==> src/rtl/ifu_fetch_queue_if.sv <==
// Fetch-queue bus bundle: ICache lookup, flush/redirect inputs, and the
// decode-side handshake. The master modport is the fetch queue itself; the
// slave modport is the environment (ICache + EXU/CSR + IDU).
//   cache_addr/cache_hit/cache_inst/cache_busy : ICache lookup
//   jump_flush/jump_dnpc, cs_flush/cs_dnpc     : redirect sources
//   out_valid/out_ready/out_pc/out_inst        : head-entry handshake
//   q_count                                    : queue occupancy
interface ifu_fetch_queue_if #(
  parameter int XLEN  = 32,
  parameter int DEPTH = 4
);
  logic [XLEN-1:0]         cache_addr;
  logic                    cache_hit;
  logic [XLEN-1:0]         cache_inst;
  logic                    cache_busy;
  logic                    jump_flush;
  logic [XLEN-1:0]         jump_dnpc;
  logic                    cs_flush;
  logic [XLEN-1:0]         cs_dnpc;
  logic                    out_ready;
  logic                    out_valid;
  logic [XLEN-1:0]         out_pc;
  logic [XLEN-1:0]         out_inst;
  logic [$clog2(DEPTH):0]  q_count;

  modport master (
    output cache_addr, out_valid, out_pc, out_inst, q_count,
    input  cache_hit, cache_inst, cache_busy, jump_flush, jump_dnpc,
           cs_flush, cs_dnpc, out_ready
  );

  modport slave (
    input  cache_addr, out_valid, out_pc, out_inst, q_count,
    output cache_hit, cache_inst, cache_busy, jump_flush, jump_dnpc,
           cs_flush, cs_dnpc, out_ready
  );
endinterface

==> src/rtl/ifu_fetch_queue.sv <==
// Instruction-fetch front end: drives the fetch PC to a combinational-hit
// ICache and buffers {pc, inst} pairs in a DEPTH-entry FIFO toward decode.
// Optional static prediction (backward-taken branches, JAL) is enabled by
// defining IFU_STATIC_PRED_EN; otherwise the next PC is always PC+4.
// Ports:
//   clock, reset : clock, synchronous active-high reset
//   bus          : ifu_fetch_queue_if.master (cache lookup, flushes,
//                  head handshake, occupancy)
module ifu_fetch_queue #(
  parameter logic [31:0] RESET_PC = 32'h8000_0000,
  parameter int          DEPTH    = 4,
  parameter int          XLEN     = 32
) (
  input  logic              clock,
  input  logic              reset,
  ifu_fetch_queue_if.master bus
);
  localparam int AW = $clog2(DEPTH);
  localparam int CW = AW + 1;

  typedef struct packed {
    logic [XLEN-1:0] pc;
    logic [XLEN-1:0] inst;
  } ent_t;

  ent_t [DEPTH-1:0] mem_q;
  logic [AW-1:0]    head_q, head_d, tail_q, tail_d;
  logic [CW-1:0]    cnt_q, cnt_d;
  logic [XLEN-1:0]  pc_q, pc_d, ppc_q, ppc_d;
  logic             pend_q, pend_d;

  logic             flush, enq, deq;
  logic [XLEN-1:0]  dnpc, incr, pred_pc, inst;

  assign inst  = bus.cache_inst;
  assign flush = bus.cs_flush | bus.jump_flush;
  assign dnpc  = bus.cs_flush ? bus.cs_dnpc : bus.jump_dnpc;

  assign bus.cache_addr = pc_q;
  assign bus.out_valid  = (cnt_q != '0) & ~flush;
  assign bus.out_pc     = mem_q[head_q].pc;
  assign bus.out_inst   = mem_q[head_q].inst;
  assign bus.q_count    = cnt_q;

  assign deq = bus.out_valid & bus.out_ready;
  // A full queue still accepts when the head leaves in the same cycle.
  assign enq = bus.cache_hit & ~flush & ~pend_q &
               ((cnt_q < CW'(DEPTH)) | deq);

`ifdef IFU_STATIC_PRED_EN
  logic [XLEN-1:0] imm_b, imm_j;
  assign imm_b = {{20{inst[31]}}, inst[7], inst[30:25], inst[11:8], 1'b0};
  assign imm_j = {{12{inst[31]}}, inst[19:12], inst[20], inst[30:21], 1'b0};

  // Backward branches predicted taken, forward not taken; JAL always taken.
  always_comb begin
    incr = XLEN'(4);
    if (inst[6:2] == 5'b11000 && inst[31]) incr = imm_b;
    else if (inst[6:2] == 5'b11011)        incr = imm_j;
  end
`else
  assign incr = XLEN'(4);
`endif

  assign pred_pc = pc_q + incr;

  always_comb begin
    pc_d   = pc_q;
    ppc_d  = ppc_q;
    pend_d = pend_q;
    head_d = head_q + AW'(deq);
    tail_d = tail_q + AW'(enq);
    cnt_d  = cnt_q + CW'(enq) - CW'(deq);
    if (enq) pc_d = pred_pc;
    if (flush) begin
      head_d = '0;
      tail_d = '0;
      cnt_d  = '0;
      if (bus.cache_busy) begin
        // Keep pc_q so the in-flight refill finishes on its own address;
        // the newest flush target overwrites any older pending one.
        pend_d = 1'b1;
        ppc_d  = dnpc;
      end else begin
        pc_d   = dnpc;
        pend_d = 1'b0;
      end
    end else if (pend_q && !bus.cache_busy) begin
      pc_d   = ppc_q;
      pend_d = 1'b0;
    end
  end

  always_ff @(posedge clock) begin
    if (reset) begin
      pc_q   <= RESET_PC;
      ppc_q  <= '0;
      pend_q <= 1'b0;
      head_q <= '0;
      tail_q <= '0;
      cnt_q  <= '0;
    end else begin
      pc_q   <= pc_d;
      ppc_q  <= ppc_d;
      pend_q <= pend_d;
      head_q <= head_d;
      tail_q <= tail_d;
      cnt_q  <= cnt_d;
    end
  end

  // Storage needs no reset: entries are only read while counted valid.
  always_ff @(posedge clock) begin
    if (enq) mem_q[tail_q] <= '{pc: pc_q, inst: inst};
  end
endmodule
==> src/flat_wrapper.sv <==
// flat-port wrapper written by rule: the top's interface ports become plain ports
module ifu_fetch_queue_flat 
#(
  parameter logic [31:0] RESET_PC = 32'h8000_0000,
  parameter int          DEPTH    = 4,
  parameter int          XLEN     = 32
)
  (clock, reset, bus_cache_addr, bus_out_valid, bus_out_pc, bus_out_inst, bus_q_count, bus_cache_hit, bus_cache_inst, bus_cache_busy, bus_jump_flush, bus_jump_dnpc, bus_cs_flush, bus_cs_dnpc, bus_out_ready);
  ifu_fetch_queue_if #(.XLEN(XLEN), .DEPTH(DEPTH)) bus_i ();
  input  logic clock;
  input  logic reset;
  output wire logic [$bits(bus_i.cache_addr)-1:0] bus_cache_addr;
  output wire logic [$bits(bus_i.out_valid)-1:0] bus_out_valid;
  output wire logic [$bits(bus_i.out_pc)-1:0] bus_out_pc;
  output wire logic [$bits(bus_i.out_inst)-1:0] bus_out_inst;
  output wire logic [$bits(bus_i.q_count)-1:0] bus_q_count;
  input wire logic [$bits(bus_i.cache_hit)-1:0] bus_cache_hit;
  input wire logic [$bits(bus_i.cache_inst)-1:0] bus_cache_inst;
  input wire logic [$bits(bus_i.cache_busy)-1:0] bus_cache_busy;
  input wire logic [$bits(bus_i.jump_flush)-1:0] bus_jump_flush;
  input wire logic [$bits(bus_i.jump_dnpc)-1:0] bus_jump_dnpc;
  input wire logic [$bits(bus_i.cs_flush)-1:0] bus_cs_flush;
  input wire logic [$bits(bus_i.cs_dnpc)-1:0] bus_cs_dnpc;
  input wire logic [$bits(bus_i.out_ready)-1:0] bus_out_ready;
  assign bus_cache_addr = bus_i.cache_addr;
  assign bus_out_valid = bus_i.out_valid;
  assign bus_out_pc = bus_i.out_pc;
  assign bus_out_inst = bus_i.out_inst;
  assign bus_q_count = bus_i.q_count;
  assign bus_i.cache_hit = bus_cache_hit;
  assign bus_i.cache_inst = bus_cache_inst;
  assign bus_i.cache_busy = bus_cache_busy;
  assign bus_i.jump_flush = bus_jump_flush;
  assign bus_i.jump_dnpc = bus_jump_dnpc;
  assign bus_i.cs_flush = bus_cs_flush;
  assign bus_i.cs_dnpc = bus_cs_dnpc;
  assign bus_i.out_ready = bus_out_ready;
  ifu_fetch_queue #(.RESET_PC(RESET_PC), .DEPTH(DEPTH), .XLEN(XLEN)) u_core (.clock(clock), .reset(reset), .bus(bus_i));
endmodule
==> config.mk <==
export PLATFORM = sky130hd
export DESIGN_NAME = ifu_fetch_queue_flat
export DESIGN_NICKNAME = d
export VERILOG_FILES = /design/src/rtl/ifu_fetch_queue_if.sv /design/src/rtl/ifu_fetch_queue.sv /design/src/flat_wrapper.sv
export SDC_FILE = /design/constraint.sdc
export NUM_CORES = 1
export LEC_CHECK = 0
export BUFFER_PORTS_ARGS = -buffer_cell sky130_fd_sc_hd__buf_4
export CAP_MARGIN = 20
export CORE_AREA = 2 2 197 199
export CTS_BUF_LIST = sky130_fd_sc_hd__clkbuf_8
export DETAILED_ROUTE_END_ITERATION = 10
export DIE_AREA = 0 0 199 201
export PLACE_DENSITY_LB_ADDON = 0.2
export SYNTH_ARGS = -nofsm -noshare
export SYNTH_HDL_FRONTEND = slang
export SYNTH_SLANG_ARGS = --single-unit
==> constraint.sdc <==
create_clock -name clock -period 8.6 [get_ports clock]
set_input_delay 0.86 -clock clock [delete_from_list [all_inputs] [get_ports clock]]
set_output_delay 0.86 -clock clock [all_outputs]
set_load 0.02 [all_outputs]
==> results.ini, run 1 <==
[place]
dp.cells=1467
gp_congestion=0.744
placedInstanceArea_sq_mm=0.0152
io_buffers=202
dpl.hpwl_mm=19.5

[power_and_ir_drop]
p_leak_uw=0.00565
power.total_uw=3280
p_per_area_mw_per_mm2=203
ir_drop_v=0.0000892

[synthesis]
synth.most_common_cell=edfxtp_1
syn_area_sq_mm=0.0131
syn_area_per_cell_sq_um=16.7
seq_area_frac_synth_pct=69.8
synth_largest_area_cell=edfxtp_1
syn_inst=784
synthArstFlopShare_pct=0
ys_ff_latch=328
synth_top_area_share_pct=58.8
yosysUniqueCellTypes=54
synth-main-ff-cell=edfxtp_1
synthTopCellsByCount=edfxtp_1 (256), dfxtp_1 (72), mux4_2 (64)
synth-edff-count=256
synth_area_leaders=edfxtp_1 (59%), dfxtp_1 (11%), mux4_2 (11%)
synth_fp_nets=892
yosysWarnings=0

[drt]
ant_nets=0
first_pass_iters=5
first_iter_violations=426
via_per_inst=4.98
drc=0
vias=7787
wl_per_cell_um=19.9
wirelength_mm=31.2

[critical_path]
slowest_delay_ns=0.84
path_max_fanout=35
r2r_end=u_core.mem_q[82]
cp_cell_sequence=buf_4, mux4_2, buf_4
crit_path_top_delay_cell=dfxtp_4
path_depth=3
path_common_cell=buf_4
reg2reg_setup_slack_ns=5.17
crit_arrival_ns=2.93
worst_path_dominant_cell_family=buffers and inverters
critPathKind=reg -> out
critPathBufInv=2
critical_path_required_ns=7.74
crit_path_start_kind=flop
r2r_start=u_core.pend_q
end_kind=output pin
rr_worst_depth=6

[final_layout]
fin_area_sq_mm=0.0162
n_fill_cell=3513
drive_above_1_share_pct=34.0
nets=1113
stdcell_count=1565
areaGrowthSynthToFinish_pct=23.8
final_core_util_pct=42.5

[worst_hold_path]
holdPathEnd=u_core.mem_q[24]
hold_start=bus_cache_inst[24]
hold_path_class=in -> reg
worstHoldPathCells=1

[sta]
skew_ns=0.00920
tightest_slew_ns=1.05
rsz0062_at_grt=false
finalCritPeriodShare_pct=44.1
report.final.hold_viol_count=0
fmax_mhz=264
relSlewSlack_pct=30.1
finalSetupViolations=0
drv_slew=0
fin_tns_setup_ns=0
fin_crit_ns=3.79

[global_routing]
track_usage_pct=15.4
grt_pass1_wl_mm=46.4
grt_max_degree=77
grt_pass1_vias=7613
antenna_found_initial=0
overflow=0

[floorplanning]
ios=203
initial_core_util_pct=34.3
fp.dieH_um=201
std_cell_rows=72
core_sq_mm=0.0381
die_x_um=199
dieArea_sq_mm=0.0400

[clock_tree]
hold_buffers=0
numClockSinks=328
clock_latency_ns=0.58
cts-root-buf=clkbuf_8
cts_resized=0
cts_tree=built
clk_path_buf_depth=3
h-tree-depth=2
cts_made_buffers=54
post_cts_buffers=0
clk_pin_slew_ns=0.06

[flow_run]
drv_cap=0

[status]
status=finished clean

[state kept, by name, summed over array words and instances (netlist names)]
name	count
u_core.head_q	2
u_core.tail_q	2
u_core.pend_q	1
u_core.ppc_q	32
u_core.bus.cache_addr	32
u_core.bus.q_count	3
u_core.mem_q	256
[power by group]
part / switching, uW / internal, uW / total (uW) / leakage, uW
combinational: 116 / 101 / 217 / 0.00215
clock: 602 / 674 / 1280 / 0.000562
sequential: 40.9 / 1750 / 1790 / 0.00293
[how the worst max path moves through the flow]
stage	startpoint	endpoint	slack [ns]
2_1_floorplan	bus_cs_flush	u_core.mem_q[128]	1.55
3_3_place_gp	bus_cs_flush	u_core.mem_q[101]	4.36
3_5_place_dp	bus_cs_flush	u_core.mem_q[101]	4.28
4_1_cts	u_core.head_q[0]	bus_out_pc[13]	4.64
5_1_grt	u_core.head_q[0]	bus_out_pc[2]	4.52
6_report	u_core.head_q[0]	bus_out_pc[13]	4.81
[layer usage]
metal	track usage, %	vias to the layer above	part of all wire, %
met5	0	-	0
met4	4.21	0	1.8
met3	3.58	48	6.4
met2	23.2	275	46
met1	22.4	3838	46
li1	-	3626	-
[worst reg2reg max path: cells and delay by family, from the launching register on]
family	cells	cell delay, ns
simple gates	4	1.65
flops	1	0.40
buf+inv	2	0.97
[cells in the final DEF (no fill, tap or decap), drive strengths merged, types with 19 or more instances in the layout]
cell | synthesis | final
nor2 | 59 | 59
a211oi | 32 | 32
buf | 14 | 210
a2bb2oi | 23 | 23
dfxtp | 72 | 72
mux2i | 34 | 34
nand2 | 19 | 19
clkinv | 1 | 23
mux4 | 64 | 64
inv | 12 | 28
clkbuf | 31 | 54
edfxtp | 256 | 256
[stage by stage]
stage                     hold WS, ns  setup slack, ns
final                           0.474             4.81
after floorplan                 0.473             1.55
after CTS                       0.421             4.64
after global placement          0.486             4.36
after detailed placement        0.492             4.28
after global routing            0.433             4.52
[cells by family (layout without fill, tap and decap cells)]
group / count (synthesis) / in the layout / share of synthesized area [%]
compound gates: 110 / 110 / 6.24
xor+xnor: 20 / 20 / 1.34
fa+ha+maj: 5 / 5 / 0.536
buf+inv: 58 / 320 / 1.68
flops: 328 / 328 / 69.8
mux: 99 / 99 / 13.7
other cells: 0 / 1 / 0
simple gates: 164 / 164 / 6.65
[layout make-up]
class,count,area (sq um),share of cell area [%]
Sequential cell,328,9140,56.5
Antenna cell,1,2.50,0.0155
Clock inverter,43,259,1.60
Timing Repair Buffer,210,1580,9.74
Clock buffer,54,743,4.59
Tap cell,518,648,4.01
Multi-Input combinational cell,398,3770,23.3
Inverter,13,48.8,0.302
Power figures use the tool's default switching activity.
==> run 2, diff against run 1 <==
==> constraint.sdc (replaced) <==
create_clock -name clock -period 3.1 [get_ports clock]
set_input_delay 0.31 -clock clock [delete_from_list [all_inputs] [get_ports clock]]
set_output_delay 0.31 -clock clock [all_outputs]
set_load 0.02 [all_outputs]
==> run 2 against run 1 <==
Against the previous run:
- largest cell class unchanged
- critical path type unchanged
- wire length up 2.4%
- critical path depth unchanged
- sequential share of layout area down 2.0 points
==> results.ini, run 2 (synthesized netlist as in run 1, its figures left out) <==
[status]
status=finished clean

[global_routing]
track_usage_pct=16.0  ; +0.55 points
grt_pass1_vias=7863  ; +3.3%
grt_pass1_wl_mm=48.0  ; +3.3%
antenna_found_initial=0  ; unchanged
grt_max_degree=65  ; -16%
overflow=0  ; unchanged

[critical_path]
slowest_delay_ns=0.62  ; -0.22 ns
crit_path_top_delay_cell=mux4_2
crit_arrival_ns=2.24  ; -0.69 ns
crit_path_start_kind=flop
path_max_fanout=21  ; -40%
critPathKind=reg -> out
end_kind=output pin
critical_path_required_ns=2.79  ; -4.95 ns
cp_cell_sequence=buf_12, mux4_2, buf_4

[floorplanning]
std_cell_rows=72  ; unchanged
die_x_um=199  ; unchanged
core_sq_mm=0.0381  ; unchanged
initial_core_util_pct=34.3  ; unchanged
dieArea_sq_mm=0.0400  ; unchanged
ios=203  ; unchanged
fp.dieH_um=201  ; unchanged

[final_layout]
areaGrowthSynthToFinish_pct=28.3
top_register=u_core.mem_q
final_core_util_pct=44.0  ; +1.6 points
nets=1166  ; +4.8%
layout_commonest_cell=edfxtp_1
stdcell_count=1618  ; +3.4%
num_antenna_cells=0  ; -1
mostFrequentLayoutCells=edfxtp_1 (256), buf_4 (220), dfxtp_1 (69)
largest_register_ffs=256  ; unchanged
fin_area_sq_mm=0.0168  ; +3.7%
drive_above_1_share_pct=34.3  ; +0.24 points

[sta]
report.final.hold_viol_count=0  ; unchanged
skew_ns=0.0197  ; +0.0105 ns
hold_ws_ns=0.0888  ; -0.385 ns
fin_tns_setup_ns=0  ; unchanged
rsz0062_at_grt=false
tightest_slew_ns=0.638  ; -0.410 ns
fmax_mhz=391
fin_crit_ns=2.55
finalSetupViolations=0  ; unchanged
finalCritPeriodShare_pct=82.4
relSlewSlack_pct=57.3  ; +27 points
drv_slew=0  ; unchanged

[clock_tree]
post_cts_buffers=0  ; unchanged
h-tree-depth=2  ; unchanged
cts_made_buffers=57  ; +5.6%
clk_pin_slew_ns=0.06  ; about the same
cts_tree=built
cts-root-buf=clkbuf_8
clk_path_buf_depth=3  ; unchanged
clock_latency_ns=0.59  ; about the same
numClockSinks=328  ; unchanged

[flow_run]
drv_cap=0  ; unchanged

[drt]
first_pass_iters=5  ; unchanged
ant_nets=0  ; unchanged
wl_per_cell_um=19.8  ; -0.91%
drc=0  ; unchanged
first_iter_violations=399  ; -6.3%
wirelength_mm=32.0  ; +2.4%
vias=8009  ; +2.9%
via_per_inst=4.95  ; -0.52%

[power_and_ir_drop]
p_leak_uw=0.00592  ; +4.7%
p_per_area_mw_per_mm2=546  ; +170%
ir_drop_v=0.000197  ; +120%

[place]
gp_congestion=0.810  ; +8.8%
placedInstanceArea_sq_mm=0.0154  ; +1.6%
dp.cells=1485  ; +1.2%
dpl.hpwl_mm=20.7  ; +6.4%
io_buffers=202  ; unchanged

[worst_hold_path]
hold_path_class=in -> reg

run 2: routing by layer:
metal / vias to the layer above / part of all wire (%) / GRT usage (%) / wire length (um)
li1: 3721 / - / - / -
met1: 3968 / 45 / 22.2 / 14300
met2: 276 / 46 / 24.6 / 14700
met3: 44 / 7.3 / 4.35 / 2350
met4: 0 / 2.0 / 4.66 / 627
met5: - / 0 / 0 / 0
run 2: worst paths after layout:
kind / start / slack, ns / end / depth (start not counted)
worst max-delay path: u_core.head_q[0] / 0.55 / bus_out_pc[15] / 3
worst min-delay path: bus_jump_dnpc[1] / 0.09 / u_core.ppc_q[1] / 3
worst max register to register: u_core.bus.cache_addr[8] / 0.56 / u_core.bus.cache_addr[30] / 5
worst min register to register: u_core.ppc_q[12] / 0.50 / u_core.ppc_q[12] / 2
run 2: repair_timing:
item / in CTS / in global routing
hold buffers: 32 / 0
endpoints found under the hold margin: 128 / 0
gates resized for setup: 0 / 0
run 2: metrics by stage:
| stage | power, uW | setup slack (ns) |
|---|---|---|
| after CTS | 9320 | 0.443 |
| after global placement | 5660 | 0.607 |
| after floorplan | 5330 | -0.0273 |
| final | 9160 | 0.545 |
| after global routing | 9570 | 0.395 |
| after detailed placement | 5670 | 0.535 |
run 2: area by class of cell:
cell class	count	area [sq um]
Fill cell	3436	21300
Sequential cell	328	9140
Multi-Input combinational cell	398	3780
Timing Repair Buffer	260	2130
Clock buffer	58	798
Tap cell	518	648
Clock inverter	43	230
Inverter	13	48.8
run 2: report_power, final:
group,total (uW),internal (uW),leakage [uW],switching [uW]
sequential,4940,4840,0.00293,97.6
clock,3560,1890,0.000582,1670
combinational,665,318,0.00240,346
total,9160,7050,0.00592,2110
run 2: worst max-delay path, delay by kind of cell, from the launching register on:
kind,cells,cell delay (ns)
buffers and inverters,2,0.46
DFF,1,0.54
muxes,1,0.62
==> run 3, diff against run 2 <==
==> constraint.sdc (replaced) <==
create_clock -name clock -period 2.48 [get_ports clock]
set_input_delay 0.248 -clock clock [delete_from_list [all_inputs] [get_ports clock]]
set_output_delay 0.248 -clock clock [all_outputs]
set_load 0.02 [all_outputs]
==> run 3 against run 2 <==
Against the previous run:
- die area did not move
- highest routed layer unchanged
- worst hold slack got worse by 0.026 ns
- worst setup slack got worse by 0.44 ns
- sequential share of layout area fell by 0.85 points
- largest power group unchanged
- global-route usage barely moved
- register-to-register slack got worse by 0.46 ns
- wire length rose by 0.14%
- critical endpoint is now u_core.bus.cache_addr[30]
- core utilization rose by 0.70 points
==> results.ini, run 3 (synthesized netlist as in run 1, its figures left out) <==
[status]
status=finished clean

[critical_path]
crit_path_end=u_core.bus.cache_addr[30]
rr_worst_depth=5  ; unchanged
end_kind=flop
critical_path_required_ns=2.96  ; +0.17 ns
crit_path_start_kind=flop
critPathKind=reg -> reg
critical_path.startpoint=u_core.bus.cache_addr[5]
reg2reg_setup_slack_ns=0.10  ; -0.46 ns
r2r_end=u_core.bus.cache_addr[30]
r2r_start=u_core.bus.cache_addr[5]
crit_arrival_ns=2.85  ; +0.61 ns
path_max_fanout=8  ; -62%

[final_layout]
largest_register_ffs=256  ; unchanged
n_fill_cell=3413  ; -0.67%
top_register=u_core.mem_q
stdcell_count=1648  ; +1.9%
drive_above_1_share_pct=36.2  ; +1.9 points
num_antenna_cells=0  ; unchanged
layout_commonest_cell=edfxtp_1
multi_input_area_sq_mm=0.00379  ; +0.20%
nets=1198  ; +2.7%
mostFrequentLayoutCells=edfxtp_1 (256), buf_4 (245), dfxtp_1 (69)
regArea_sq_mm=0.00914  ; unchanged
areaGrowthSynthToFinish_pct=30.3

[sta]
relSlewSlack_pct=27.7  ; -30 points
fin_crit_ns=2.38
report.final.hold_viol_count=0  ; unchanged
fmax_mhz=421
fin_tns_setup_ns=0  ; unchanged
finalSetupViolations=0  ; unchanged
finalCritPeriodShare_pct=95.8
setup_slack_ns=0.104  ; -0.441 ns
tightest_slew_ns=1.08  ; +0.439 ns
rsz0062_at_grt=false
skew_ns=0.0300  ; +0.0104 ns
drv_slew=0  ; unchanged

[flow_run]
drv_cap=0  ; unchanged

[floorplanning]
fp.dieH_um=201  ; unchanged
std_cell_rows=72  ; unchanged
die_x_um=199  ; unchanged
dieArea_sq_mm=0.0400  ; unchanged
initial_core_util_pct=34.3  ; unchanged
ios=203  ; unchanged
core_sq_mm=0.0381  ; unchanged

[drt]
first_iter_violations=367  ; -8.0%
ant_nets=0  ; unchanged
drc=0  ; unchanged
via_per_inst=4.90  ; -0.91%
vias=8083  ; +0.92%
first_pass_iters=5  ; unchanged
wl_per_cell_um=19.4  ; -1.7%
wirelength_mm=32.0  ; +0.14%

[clock_tree]
h-tree-depth=2  ; unchanged
numClockSinks=328  ; unchanged
clock_latency_ns=0.60  ; about the same
cts-root-buf=clkbuf_8
cts_made_buffers=55  ; -3.5%
cts_tree=built
clk_path_buf_depth=3  ; unchanged
clk_pin_slew_ns=0.06  ; about the same
post_cts_buffers=0  ; unchanged

[place]
gp_congestion=0.819  ; +1.1%
dpl.hpwl_mm=20.6  ; -0.59%
place_ws_ns=0.116  ; -0.419 ns
dp.cells=1510  ; +1.7%
io_buffers=202  ; unchanged

[global_routing]
track_usage_pct=16.0  ; +0.020 points
grt_max_degree=65  ; unchanged
grt.met1_usage_pct=22.3  ; +0.12 points
antenna_found_initial=0  ; unchanged
busiest_layer=met2
grt_pass1_wl_mm=48.7  ; +1.5%
grtUsageMet3_pct=3.98  ; -0.37 points
grt_pass1_vias=8396  ; +6.8%
overflow=0  ; unchanged
met2_usage_pct=24.8  ; +0.14 points

[worst_hold_path]
hold_path_class=in -> reg
worstHoldPathCells=3  ; unchanged

[power_and_ir_drop]
ir_drop_v=0.000284  ; +44%
p_per_area_mw_per_mm2=675  ; +24%
p_leak_uw=0.00607  ; +2.5%

## run 3: changes by cell type in the layout (fill, tap and decap cells not counted), sizes merged
cell         before  now
dlygate4sd3      32   41
buf             228  253
inv              30   25
clkbuf           58   57
clkinv           21   23
## run 3: repair_timing
item | CTS | global route
hold buffers | 41 | 0
endpoints found under the setup margin | 8 | 0
resized for setup | 1 | 0
hold endpoints to repair | 135 | 0
## run 3: cell type report
cell class                      count  area share, %
Timing Repair Buffer              294           14.1
Clock buffer                       57           4.60
Tap cell                          518           3.80
Sequential cell                   328           53.6
Multi-Input combinational cell    398           22.2
Clock inverter                     40           1.36
Inverter                           13          0.294
## run 3: worst min path at each step
stage	startpoint	to
after floorplan	bus_cache_inst[0]	u_core.mem_q[0]
after CTS	bus_jump_flush	u_core.bus.q_count[0]
final	bus_jump_dnpc[21]	u_core.ppc_q[21]
after detailed placement	bus_cache_inst[2]	u_core.mem_q[2]
after global routing	bus_cache_busy	u_core.bus.cache_addr[31]
after global placement	bus_cache_inst[10]	u_core.mem_q[10]
## run 3: worst max-delay path, stage by stage (launching register included)
cell and delay [ns]:
dfxtp_1 0.36, nand4_2 0.15, or4b_4 0.58, or4_1 0.59, and3_1 0.25, or3_1 0.33
## run 3: power by group
group	leakage (uW)	switching (uW)	internal [uW]
Clock	0.000565	2110	2340
Combinational	0.00257	480	439
Sequential	0.00293	82.6	6050
## run 3: stage by stage
stage / total power (uW) / util [%] / area, sq um / hold WS, ns
floorplan: 6660 / - / 13100 / 0.347
global placement: 7110 / 41.0 / 15600 / 0.451
detailed placement: 7120 / 41.0 / 15600 / 0.456
CTS: 11700 / 44.7 / 17000 / 0.0167
global route: 12000 / 44.7 / 17000 / 0.0428
finish: 11500 / 44.7 / 17000 / 0.0623
## run 3: routing by layer
metal,part of all wire (%),vias to the layer above
met5,0,-
met4,1.9,0
met3,6.7,57
met2,45,263
met1,46,3973
li1,-,3790
